File: src/rtl/int_issue_pkg.sv
// Shared types and constants for the integer operand issue stage.
//   fwd_src_t    : where a resolved operand came from (or that it must stall)
//   PEND_W_DFLT  : default width of one scoreboard counter
//   PEND_MAX     : largest in-flight write count at the default width
//   pend_max()   : largest in-flight write count for an arbitrary width
`ifndef XLEN
`define XLEN 32
`endif

package int_issue_pkg;

   localparam int PEND_W_DFLT = 2;
   localparam int PEND_MAX    = 2**PEND_W_DFLT - 1;

   typedef enum logic [2:0] {
      FWD_ZERO,
      FWD_RF,
      FWD_EXEC,
      FWD_WB,
      FWD_STALL
   } fwd_src_t;

   function automatic int pend_max(input int w);
      return 2**w - 1;
   endfunction

endpackage

File: src/rtl/int_operand_issue_bypass_sel.sv
// operand_bypass_sel: resolves one source operand from x0, the exec bypass,
// the writeback bypass or the register file, or reports that it must stall.
// Ports:
//   idx                         source register index
//   pend                        scoreboard count for idx
//   out_valid/out_rd_write/out_rd  instruction currently held in the issue register
//   exec_fwd_*                  result leaving exec this cycle
//   wb_*                        result being written back this cycle
//   rf_data                     register file read data for idx
//   data/ready/src              resolved value, usable flag, chosen source
module operand_bypass_sel
   import int_issue_pkg::*;
#(
   parameter int XLEN   = `XLEN,
   parameter int PEND_W = PEND_W_DFLT
) (
   input  logic [4:0]        idx,
   input  logic [PEND_W-1:0] pend,
   input  logic              out_valid,
   input  logic              out_rd_write,
   input  logic [4:0]        out_rd,
   input  logic              exec_fwd_valid,
   input  logic [4:0]        exec_fwd_rd,
   input  logic [XLEN-1:0]   exec_fwd_data,
   input  logic              wb_valid,
   input  logic [4:0]        wb_rd,
   input  logic [XLEN-1:0]   wb_data,
   input  logic [XLEN-1:0]   rf_data,
   output logic [XLEN-1:0]   data,
   output logic              ready,
   output fwd_src_t          src
);

   localparam logic [PEND_W-1:0] PEND_ONE = PEND_W'(1);

   always_comb begin
      data  = '0;
      ready = 1'b0;
      src   = FWD_STALL;
      if (idx == 5'd0) begin
         ready = 1'b1;
         src   = FWD_ZERO;
      end else if (out_valid && out_rd_write && out_rd == idx) begin
         // Producer is still waiting in our own output register; its
         // result exists nowhere yet.
         src = FWD_STALL;
      end else if (exec_fwd_valid && exec_fwd_rd == idx) begin
         data  = exec_fwd_data;
         ready = 1'b1;
         src   = FWD_EXEC;
      end else if (pend == PEND_ONE && wb_valid && wb_rd == idx) begin
         // Only safe when the writeback is the sole outstanding producer;
         // with more in flight a younger value is still coming.
         data  = wb_data;
         ready = 1'b1;
         src   = FWD_WB;
      end else if (pend == '0) begin
         data  = rf_data;
         ready = 1'b1;
         src   = FWD_RF;
      end
   end

endmodule

File: src/rtl/int_operand_issue.sv
// int_operand_issue: register-read / issue stage in front of the integer unit.
// Reads rs1/rs2, bypasses exec and writeback results, tracks outstanding
// destination writes in a per-register counter, and hands operands to exec
// through a registered valid/ready output.
// Ports:
//   clk, rst                    clock, async active-high reset
//   flush                       drop the output register and clear the scoreboard
//   in_*                        decoded instruction handshake and fields
//   rf_rs*_sel / rf_rs*_data    register file read port (same-cycle data)
//   exec_fwd_*                  exec result bypass
//   wb_*                        writeback bypass and scoreboard release
//   out_*                       registered operands to exec
module int_operand_issue
   import int_issue_pkg::*;
#(
   parameter int XLEN      = `XLEN,
   parameter int PAYLOAD_W = 64,
   parameter int PEND_W    = PEND_W_DFLT
) (
   input  logic                 clk,
   input  logic                 rst,
   input  logic                 flush,
   input  logic                 in_valid,
   output logic                 in_ready,
   input  logic [4:0]           in_rs1,
   input  logic [4:0]           in_rs2,
   input  logic [4:0]           in_rd,
   input  logic                 in_rd_write,
   input  logic [PAYLOAD_W-1:0] in_payload,
   output logic [4:0]           rf_rs1_sel,
   output logic [4:0]           rf_rs2_sel,
   input  logic [XLEN-1:0]      rf_rs1_data,
   input  logic [XLEN-1:0]      rf_rs2_data,
   input  logic                 exec_fwd_valid,
   input  logic [4:0]           exec_fwd_rd,
   input  logic [XLEN-1:0]      exec_fwd_data,
   input  logic                 wb_valid,
   input  logic [4:0]           wb_rd,
   input  logic [XLEN-1:0]      wb_data,
   output logic                 out_valid,
   input  logic                 out_ready,
   output logic [XLEN-1:0]      out_rs1_data,
   output logic [XLEN-1:0]      out_rs2_data,
   output logic [4:0]           out_rd,
   output logic                 out_rd_write,
   output logic [PAYLOAD_W-1:0] out_payload
);

   localparam logic [PEND_W-1:0] PEND_ONE  = PEND_W'(1);
   localparam logic [PEND_W-1:0] PEND_FULL = PEND_W'(pend_max(PEND_W));

   logic [PEND_W-1:0] pend [32];

   logic [XLEN-1:0] rs1_data, rs2_data;
   logic            rs1_ready, rs2_ready;
   fwd_src_t        rs1_src, rs2_src;
   logic            rd_full;
   logic            issue;
   logic            inc, dec;

   assign rf_rs1_sel = in_rs1;
   assign rf_rs2_sel = in_rs2;

   operand_bypass_sel #(.XLEN(XLEN), .PEND_W(PEND_W)) u_rs1_sel (
      .idx            (in_rs1),
      .pend           (pend[in_rs1]),
      .out_valid      (out_valid),
      .out_rd_write   (out_rd_write),
      .out_rd         (out_rd),
      .exec_fwd_valid (exec_fwd_valid),
      .exec_fwd_rd    (exec_fwd_rd),
      .exec_fwd_data  (exec_fwd_data),
      .wb_valid       (wb_valid),
      .wb_rd          (wb_rd),
      .wb_data        (wb_data),
      .rf_data        (rf_rs1_data),
      .data           (rs1_data),
      .ready          (rs1_ready),
      .src            (rs1_src)
   );

   operand_bypass_sel #(.XLEN(XLEN), .PEND_W(PEND_W)) u_rs2_sel (
      .idx            (in_rs2),
      .pend           (pend[in_rs2]),
      .out_valid      (out_valid),
      .out_rd_write   (out_rd_write),
      .out_rd         (out_rd),
      .exec_fwd_valid (exec_fwd_valid),
      .exec_fwd_rd    (exec_fwd_rd),
      .exec_fwd_data  (exec_fwd_data),
      .wb_valid       (wb_valid),
      .wb_rd          (wb_rd),
      .wb_data        (wb_data),
      .rf_data        (rf_rs2_data),
      .data           (rs2_data),
      .ready          (rs2_ready),
      .src            (rs2_src)
   );

   // A counter at its ceiling cannot take another producer; holding the
   // instruction here is cheaper than widening every counter.
   assign rd_full  = in_rd_write && (in_rd != 5'd0) && (pend[in_rd] == PEND_FULL);
   assign in_ready = !rst && !flush && (!out_valid || out_ready)
                     && rs1_ready && rs2_ready && !rd_full;
   assign issue    = in_valid && in_ready;

   assign inc = issue && in_rd_write && (in_rd != 5'd0);
   assign dec = wb_valid && (wb_rd != 5'd0);

   always_ff @(posedge clk or posedge rst) begin
      if (rst) begin
         pend <= '{default: '0};
      end else if (flush) begin
         pend <= '{default: '0};
      end else begin
         for (int i = 0; i < 32; i++) begin
            if (inc && in_rd == 5'(i) && !(dec && wb_rd == 5'(i))) begin
               pend[i] <= pend[i] + PEND_ONE;
            end else if (dec && wb_rd == 5'(i) && !(inc && in_rd == 5'(i))
                         && pend[i] != '0) begin
               pend[i] <= pend[i] - PEND_ONE;
            end
         end
      end
   end

   always_ff @(posedge clk or posedge rst) begin
      if (rst) begin
         out_valid    <= 1'b0;
         out_rs1_data <= '0;
         out_rs2_data <= '0;
         out_rd       <= '0;
         out_rd_write <= 1'b0;
         out_payload  <= '0;
      end else if (flush) begin
         out_valid <= 1'b0;
      end else if (issue) begin
         out_valid    <= 1'b1;
         out_rs1_data <= rs1_data;
         out_rs2_data <= rs2_data;
         out_rd       <= in_rd;
         out_rd_write <= in_rd_write;
         out_payload  <= in_payload;
      end else if (out_ready) begin
         out_valid <= 1'b0;
      end
   end

   // A writeback against a register with nothing outstanding means the
   // upstream bookkeeping has gone wrong.
   a_no_dec_at_zero : assert property (@(posedge clk) disable iff (rst)
      !(dec && !flush && pend[wb_rd] == '0));

   a_src_matches_ready : assert property (@(posedge clk) disable iff (rst)
      (rs1_ready == (rs1_src != FWD_STALL)) && (rs2_ready == (rs2_src != FWD_STALL)));

endmodule

File: config.mk
export PLATFORM = sky130hd
export DESIGN_NAME = int_operand_issue
export DESIGN_NICKNAME = d
export VERILOG_FILES = /design/src/rtl/int_issue_pkg.sv /design/src/rtl/int_operand_issue_bypass_sel.sv /design/src/rtl/int_operand_issue.sv
export SDC_FILE = /design/constraint.sdc
export NUM_CORES = 1
export LEC_CHECK = 0
export CAP_MARGIN = 20
export CORE_MARGIN = 5
export CORE_UTILIZATION = 48
export CTS_CLUSTER_SIZE = 25
export DETAILED_ROUTE_END_ITERATION = 8
export PLACE_DENSITY = 0.79
export SYNTH_ARGS = -nofsm -noshare
export SYNTH_HDL_FRONTEND = slang
export SYNTH_SLANG_ARGS = --single-unit
File: constraint.sdc
create_clock -name clk -period 9.3 [get_ports clk]
set_input_delay 1.86 -clock clk [delete_from_list [all_inputs] [get_ports clk]]
set_output_delay 1.86 -clock clk [all_outputs]
set_load 0.02 [all_outputs]
# After elaboration in Yosys (flattened, before gate mapping)
# Cells that the tools add are included.
dict set report op_classes {
  add_sub_neg 64
  muxes 97
  n_bitwise 4
  eq_ne 71
  reduce_logical 323
  n_lt_le_gt_ge 3
}
# operator count
set ops {}
lappend ops {{32-bit two-way mux} 10}
lappend ops {{1-bit logical AND} 180}
lappend ops {{5-bit == test, second input constant} 32}
lappend ops {{2-bit two-way mux} 70}
lappend ops {{3-bit nonzero test} 33}
lappend ops {{5-bit by 4-bit == test with 1-bit output, second input constant} 16}
lappend ops {{1-bit zero test} 68}
lappend ops {{2-bit by 1-bit adder with 2-bit output, second input constant} 32}
lappend ops {{64-bit two-way mux} 1}
lappend ops {{2-bit nonzero test} 32}
lappend ops {{2-bit by 1-bit subtractor with 2-bit output, second input constant} 32}
lappend ops {{5-bit by 3-bit == test with 1-bit output, second input constant} 8}
lappend ops {{2-bit binary-select mux with 5-bit select} 3}
lappend ops {{5-bit == test} 6}
lappend ops {{5-bit by 2-bit == test with 1-bit output, second input constant} 4}
lappend ops {{5-bit zero test} 4}
lappend ops {{6-bit greater-or-equal comparator, second input constant} 3}
lappend ops {{5-bit NOT with 6-bit output} 3}
lappend ops {{1-bit two-way mux} 13}
lappend ops {{5-bit by 1-bit == test with 1-bit output, second input constant} 2}
lappend ops {{5-bit nonzero test} 2}
lappend ops {{2-bit by 1-bit == test with 1-bit output, second input constant} 2}
lappend ops {{2-bit zero test} 2}
lappend ops {{2-bit == test, second input constant} 1}
lappend ops {{3 further kinds} 3}
dict set report word_totals {
  out_inout_bits 146
  ff_bits 199
}

# Depth between registers and ports, before layout
# Gate-level depths: netlist of the first run.
dict set report depth {
  depth_word 24
  ltp_mapped 15
  mapped_depth_nobuf 11
}

# Hierarchy
# Synthesis of the first run repeated with hierarchy kept, for this count alone.
dict set report unflattened {
  hier_cells 1221
  hier_area_um2 12858.6
}
# module seq_area_each_um2 area_each_um2 cells_per_inst instances
set modules_own_cells {}
lappend modules_own_cells {int_operand_issue 4979.8 10608.9 911 1}
lappend modules_own_cells {operand_bypass_sel 0.0 1124.8 155 2}

# Least setup slack after synthesis of the first run
# OpenSTA, ideal clock, no wires.
dict set report synth_path {
  path_kind {in2out}
  start {input port in_rs2[1]}
  end {output port in_ready}
  arrival_time_ns 4.090
  n_path_buf 3
  cell_stages 11
  setup_slack_ns 3.350
  cell_sequence {buf_6 -> mux4_1 -> mux4_2 -> mux2_4 -> nand2b_2 -> a21oi_2 -> o21ai_2 -> o211ai_2 -> inv_2 -> buf_2 -> buf_2}
}
dict set report synth_between {
  elab_chain_len 13
  elab_cells_between_ends 21
}
# element line
set synth_lines {}
lappend synth_lines {{start: declaration} int_operand_issue.sv:26} ;# input logic [4:0] in_rs2,
lappend synth_lines {{5-bit NOT with 6-bit output (not written as such)} int_operand_issue.sv:84} ;# .pend (pend[in_rs2]),
lappend synth_lines {{2-bit binary-select mux with 5-bit select} int_operand_issue.sv:84}
lappend synth_lines {{2-bit two-way mux (not written as such) (2 in a row)} int_operand_issue.sv:84}
lappend synth_lines {{2-bit by 1-bit == test with 1-bit output} int_operand_issue_bypass_sel.sv:51} ;# end else if (pend == PEND_ONE && wb_valid && wb_rd == idx) begin
lappend synth_lines {{1-bit logical AND (2 in a row)} int_operand_issue_bypass_sel.sv:51}
lappend synth_lines {{1-bit two-way mux} int_operand_issue_bypass_sel.sv:51}
lappend synth_lines {{1-bit two-way mux} int_operand_issue_bypass_sel.sv:47} ;# end else if (exec_fwd_valid && exec_fwd_rd == idx) begin
lappend synth_lines {{1-bit two-way mux} int_operand_issue_bypass_sel.sv:43} ;# end else if (out_valid && out_rd_write && out_rd == idx) begin
lappend synth_lines {{1-bit two-way mux *} int_operand_issue_bypass_sel.sv:40} ;# if (idx == 5'd0) begin
lappend synth_lines {{1-bit logical AND * (2 in a row)} int_operand_issue.sv:104} ;# && rs1_ready && rs2_ready && !rd_full;
lappend synth_lines {{end: declaration} int_operand_issue.sv:24} ;# output logic in_ready,
# Mark *: on every way between the ends. The rest lies on a longest branch, timed or not. The select of a mux whose other input is x is not followed.

# Worst setup path after layout of the first run
dict set report layout_path {
  start {input port in_rs2[2]}
  end {output port in_ready}
}
# The elaborated chain is that of the path after synthesis.

==> out/metrics.cfg, run 1 <==
[floorplanning]
initial_core_util=0.485
die_w_um=169
ioPinCount=371
core_area_um2=25000
die_area_um2=28600
rows=58
die_y_um=169

[yosys]
syn_area_um2=12100
syn_nets=1510
syn-mean-instance-area_um2=9.45
syn_inst=1285
synth_most_common_cell=dfrtp_1
netlist_top_cells_count=dfrtp_1 (199), nand2_1 (123), o21ai_0 (104)
seq_area_frac_synth=0.410
yosys_warnings=0
ys_ff_latch=199
synth_ff_type=dfrtp_1
netlist_top_cells_area=dfrtp_1 (41%), mux2_2 (6.6%), a22oi_1 (4.5%)
synth.largest_area_cell=dfrtp_1
post_synth_num_cell_types=65
synth_edf_count=0
synth_top_area_frac=0.410
ys_async_sr_fraction=1.00

[worst_setup_path]
startpoint=in_rs2[2]
cp-start-kind=input port
r2r-start=pend[10]$_DFFE_PP0P_
regToRegSetupSlack_ps=4530
crit_type=in -> out
crit_path_max_fanout=47
cp_data_required_time_ps=7440
endpoint_kind=output pin
r2r-end=out_payload[24]$_DFFE_PP0P_
cp.arrival_ps=5550
r2r_cells=13

[grt]
grt_pass1_wl_um=69500
grt_max_degree=147
grt_pass1_vias=11400
grt_usage=0.312
overflow=0
antenna_found_initial=9

[job]
drv_cap=0

[routing]
ant_nets=0
wl_per_cell_um=24.1
via_per_inst=6.24
routed_wl_um=46300
vias=12000
first_pass_iters=7
dr.first_iter.drc_count=1397
post-route-drc-count=0

[timing]
setup_viol=0
holdWs_ps=481
fin_crit_ps=7410
fmax_mhz=135
max-slew-margin-rel=0.253
worst_slew_pin_slew_ps=1120
final_hold_viol_count=0
fin_worst_skew_ps=17.9
slew_violations=0
rsz0062_at_grt=no
fin_crit_sh=0.797
setup_tns_ps=0

[clocking]
clock-sinks=199
postCtsSetupRepairBufs=0
holdBufCountCts=0
clockRootBuffer=clkbuf_16
cts_buffers=17
clock_path_buffers=2
cts_resized=0
clk_latency_ps=440
cts_tree=yes
htreeDepth=4
path_clk_slew_ps=80

[hold_path]
min_to=out_rs2_data[18]$_DFFE_PP0P_
hold_path.class=reg -> reg
hold_start=out_rs2_data[18]$_DFFE_PP0P_
hold_depth=2

[layout]
fin_nets=1799
n_fill_cell=2036
syn_to_final_growth_pct=36.2
drive_gt1_frac=0.108
design_area_um2=16500
fin_cells=1924

[placement]
gp_congestion=0.953
hpwl_um=34700
placedCellCount=1883
place_area_um2=15900
port_buffers=370

[power]
p_total_mw=3.19
p_leak_nw=6.62
vdd_ir_drop_max_v=0.000118
powerDensity_nw_per_um2=193

[outcome]
outcome=complete, no violations

[power breakdown]
group / switching, mW / internal [mW] / total, mW
clock: 0.398 / 0.367 / 0.765
sequential: 0.122 / 1.07 / 1.19
combinational: 0.617 / 0.620 / 1.24
total: 1.14 / 2.05 / 3.19
[layout by cell type (no fill, tap or decap), types with 5 or more instances in the layout]
cell             synthesis  layout
clkdlybuf4s50_1          0     368
dfrtp_1                199     199
nand2_1                123     122
o21ai_0                104     104
nor2_1                  89      89
a21oi_1                 82      82
a22oi_1                 72      72
mux2_2                  71      71
a22o_1                  39      39
mux2i_1                 36      36
nand3_1                 28      28
a211oi_1                23      23
nor3_1                  20      20
nor4_1                  20      20
xor2_1                  18      18
xnor2_1                 18      18
nand2b_1                17      17
inv_1                   18      17
clkbuf_16                0      17
buf_4                   10      16
mux4_2                  15      15
and3_1                  17      15
o31ai_1                 15      15
a21o_1                  12      12
nor4_2                  12      12
a311oi_1                10      10
nor2b_1                  8       8
o21a_1                   8       8
diode_2                  0       7
or3_1                    7       7
a31oi_1                  7       7
o21bai_1                 7       7
and4b_1                  7       7
nand4_1                  5       5
mux4_1                   5       5
a21bo_2                  5       5
clkinv_8                 0       5
[kinds of logic after synthesis]
family,share of synthesized area
DFF,0.410
AOI/OAI and AO/OA,0.223
xor gates and xnor gates,0.0260
buffers and inverters,0.0504
muxes,0.135
and+or+nand+nor,0.155
[worst max path at each step]
| stage | end | slack, ps | cells past startpoint |
|---|---|---|---|
| 2_1_floorplan | out_payload[0]$_DFFE_PP0P_ | 2010 | 1 |
| 3_3_place_gp | in_ready | 1580 | 11 |
| 3_5_place_dp | in_ready | 1510 | 11 |
| 4_1_cts | in_ready | 1500 | 11 |
| 5_1_grt | in_ready | 1720 | 12 |
| 6_report | in_ready | 1890 | 12 |
[through the flow]
| step | util | setup WS (ps) |
|---|---|---|
| global route | 0.661 | 1720 |
| floorplan | - | 2010 |
| finish | 0.661 | 1890 |
| global placement | 0.634 | 1580 |
| CTS | 0.658 | 1500 |
| detailed placement | 0.634 | 1510 |
[area by class of cell]
type	count	area, um^2	share of cell area
diodes	7	17.5	0.00106
clock buffers	18	429	0.0259
clock inverters	14	174	0.0105
inverters	19	78.8	0.00477
multi-input cells	949	6580	0.398
flip-flops and latches	199	4980	0.301
well taps	330	413	0.0250
repair buffers	388	3870	0.234
[critical path, cell delays in order]
cell,delay [ps]
clkdlybuf4s50_1,900
buf_4,300
mux4_1,310
mux4_2,480
mux2_4,280
nand2b_2,80
a21oi_2,50
o21ai_2,150
o211ai_4,80
buf_4,320
inv_2,110
clkdlybuf4s50_1,600
[per-layer routing]
layer / part of all wire / vias to the layer above / track usage
li1: - / 5345 / -
met1: 0.38 / 5853 / 0.403
met2: 0.49 / 681 / 0.535
met3: 0.092 / 127 / 0.0610
met4: 0.037 / 4 / 0.0956
met5: 0.00058 / - / 0
[registers in the layout (all words and copies together), names as in the netlist]
signal and flops:
pend 64, out_valid 1, out_payload 64, out_rs1_data 32, out_rd_write 1, out_rd 5
out_rs2_data 32
Power figures use the tool's default switching activity.
==> run 2: changes to the inputs <==
- clock period: 9.3 -> 7.36 ns (I/O delays scaled with it)
==> run 2 against run 1 <==
Net effect:
- design area rose by 0.23%
- clock power rose by 30%
- combinational power rose by 27%
- wire length rose by 1.1%
- register-to-register slack got worse by 1400 ps
- sequential power rose by 26%
- count of clock-buffer cells in the layout did not move
- critical path depth fell by 2
- setup slack got worse by 770 ps
- first-iteration DRC count fell by 3.6%
- critical path type unchanged
==> out/metrics.cfg, run 2 (synthesis gave the netlist of run 1 again) <==
[power]
clock_power_share=0.245  ; was 0.240
p_total_mw=4.06  ; was 3.19 mW
p_seq_frac=0.370  ; was 0.373
vdd_ir_drop_max_v=0.000152  ; was 0.000118 V
switching_share=0.358  ; was 0.356
p_sw_mw=1.45  ; was 1.14 mW
cellInternalPower_mw=2.61  ; was 2.05 mW
p_leak_nw=6.64  ; was 6.62 nW
power_frac_comb=0.385  ; was 0.388
powerDensity_nw_per_um2=245  ; was 193 nW/um^2

[clocking]
htreeDepth=4  ; unchanged
clock_path_buffers=2  ; unchanged
clock-sinks=199  ; unchanged
holdBufCountCts=0  ; unchanged
path_clk_slew_ps=80  ; about the same
clockRootBuffer=clkbuf_16  ; unchanged
cts_buffers=17  ; unchanged
cts_resized=0  ; unchanged
cts_tree=yes  ; unchanged
postCtsSetupRepairBufs=0  ; unchanged
clk_latency_ps=440  ; about the same

[worst_setup_path]
r2r-end=out_rd[3]$_DFFE_PP0P_  ; was out_payload[24]$_DFFE_PP0P_
regToRegSetupSlack_ps=3170  ; was 4530 ps
cp_top_family=buffers and inverters  ; unchanged
cp.buffers_inverters=3  ; was 5
cp_data_required_time_ps=5890  ; was 7440 ps
cp.arrival_ps=4780  ; was 5550 ps
max_stage_delay_ps=830  ; was 900 ps
slowest_stage=clkdlybuf4s50_1  ; unchanged
crit_type=in -> out  ; unchanged
cp-start-kind=input port  ; unchanged
endpoint_kind=output pin  ; unchanged
r2r_cells=12  ; was 13
path_common_cell=clkdlybuf4s50_1
r2r-start=pend[8]$_DFFE_PP0P_  ; was pend[10]$_DFFE_PP0P_
crit_path_max_fanout=10  ; was 47
path_cells=clkdlybuf4s50_1 -> mux4_1 -> mux4_2 -> mux2_4 -> nand2b_2 -> a21oi_2 -> o21ai_2 -> o211ai_4 -> inv_2 -> clkdlybuf4s50_1  ; was clkdlybuf4s50_1 -> buf_4 -> mux4_1 -> mux4_2 -> mux2_4 -> nand2b_2 -> a21oi_2 -> o21ai_2 -> o211ai_4 -> buf_4 -> inv_2 -> clkdlybuf4s50_1

[grt]
grt_pass1_vias=11500  ; was 11400
grt_max_degree=147  ; unchanged
grt_pass1_wl_um=69600  ; was 69500 um
grt_usage=0.314  ; was 0.312
overflow=0  ; unchanged
antenna_found_initial=10  ; was 9

[placement]
gp_congestion=0.998  ; was 0.953
port_buffers=370  ; unchanged
pre_cts_slack_ps=1120  ; was 1510 ps
place_area_um2=15900  ; about the same
hpwl_um=34900  ; was 34700 um
placedCellCount=1886  ; was 1883

[layout]
n_fill_cell=2052  ; was 2036
reg_top3=out_payload x64, pend x64  ; unchanged
design_area_um2=16600  ; was 16500 um^2
syn_to_final_growth_pct=36.5  ; was 36.2%
final_common_cell=clkdlybuf4s50_1  ; unchanged
fin_cells=1930  ; was 1924
fin_util=0.662  ; was 0.661
layout_common_cells=clkdlybuf4s50_1 (368), dfrtp_1 (199), nand2_1 (122)  ; unchanged
drive_gt1_frac=0.110  ; was 0.108
fin_nets=1802  ; was 1799

[outcome]
outcome=complete, no violations  ; unchanged

[timing]
fin_worst_skew_ps=20.6  ; was 17.9 ps
fmax_mhz=160
fin_crit_ps=6250
max-slew-margin-rel=0.262  ; was 0.253
setup_viol=0  ; unchanged
fin_crit_sh=0.849
worst_slew_pin_slew_ps=1110  ; was 1120 ps
setup_slack_ps=1110  ; was 1890 ps
rsz0062_at_grt=no  ; unchanged
slew_violations=0  ; unchanged
final_hold_viol_count=0  ; unchanged
setup_tns_ps=0  ; unchanged
holdWs_ps=485  ; was 481 ps

[routing]
ant_nets=0  ; unchanged
vias=12000  ; about the same
wl_per_cell_um=24.3  ; was 24.1 um
dr.first_iter.drc_count=1347  ; was 1397
post-route-drc-count=0  ; unchanged
via_per_inst=6.19  ; was 6.24
first_pass_iters=6  ; was 7
routed_wl_um=46900  ; was 46300 um

[hold_path]
min_to=out_rs2_data[2]$_DFFE_PP0P_  ; was out_rs2_data[18]$_DFFE_PP0P_
hold_depth=2  ; unchanged
hold_path.class=reg -> reg  ; unchanged
hold_start=out_rs2_data[2]$_DFFE_PP0P_  ; was out_rs2_data[18]$_DFFE_PP0P_

[floorplanning]
core_area_um2=25000  ; unchanged
die_w_um=169  ; unchanged
ioPinCount=371  ; unchanged
rows=58  ; unchanged
die_area_um2=28600  ; unchanged
initial_core_util=0.485  ; unchanged
die_y_um=169  ; unchanged

[job]
drv_cap=0  ; unchanged

run 2: how the worst max path moves through the flow:
stage	startpoint	to	slack, ps	depth (start not counted)
3_3_place_gp	in_rs2[1]	in_ready	1150	10
2_1_floorplan	rst	out_payload[0]$_DFFE_PP0P_	460	1
5_1_grt	in_rs2[1]	in_ready	970	10
4_1_cts	in_rs2[1]	in_ready	1120	10
6_report	in_rs2[1]	in_ready	1110	10
3_5_place_dp	in_rs2[1]	in_ready	1120	10
run 2: layer usage:
layer / share of wire / wire, um / up-vias / global-route usage
li1: - / - / 5351 / -
met1: 0.38 / 17800 / 5851 / 0.398
met2: 0.49 / 22900 / 631 / 0.519
met3: 0.089 / 4180 / 117 / 0.0661
met4: 0.043 / 2000 / 2 / 0.140
met5: 0.00028 / 13 / - / 0
run 2: tightest hold or removal path, stage by stage, from the launching register on:
cell and delay (ps):
dfrtp_1 350, nand2_1 50, o21ai_0 60
run 2: power by group through the flow:
stage	clock network (mW)	registers [mW]	logic [mW]
global placement	0	1.51	1.54
floorplan	0	1.82	0.421
detailed placement	0	1.52	1.56
global route	1.06	1.53	1.64
finish	0.996	1.50	1.57
CTS	1.01	1.50	1.57
run 2: layout make-up:
class | instances | area (um^2) | share of cell area
clock inverters | 14 | 188 | 0.0113
diodes | 10 | 25.0 | 0.00151
inverters | 19 | 78.8 | 0.00475
multi-input cells | 949 | 6580 | 0.397
repair buffers | 391 | 3870 | 0.234
flip-flops and latches | 199 | 4980 | 0.300
clock buffers | 18 | 439 | 0.0265
well taps | 330 | 413 | 0.0249
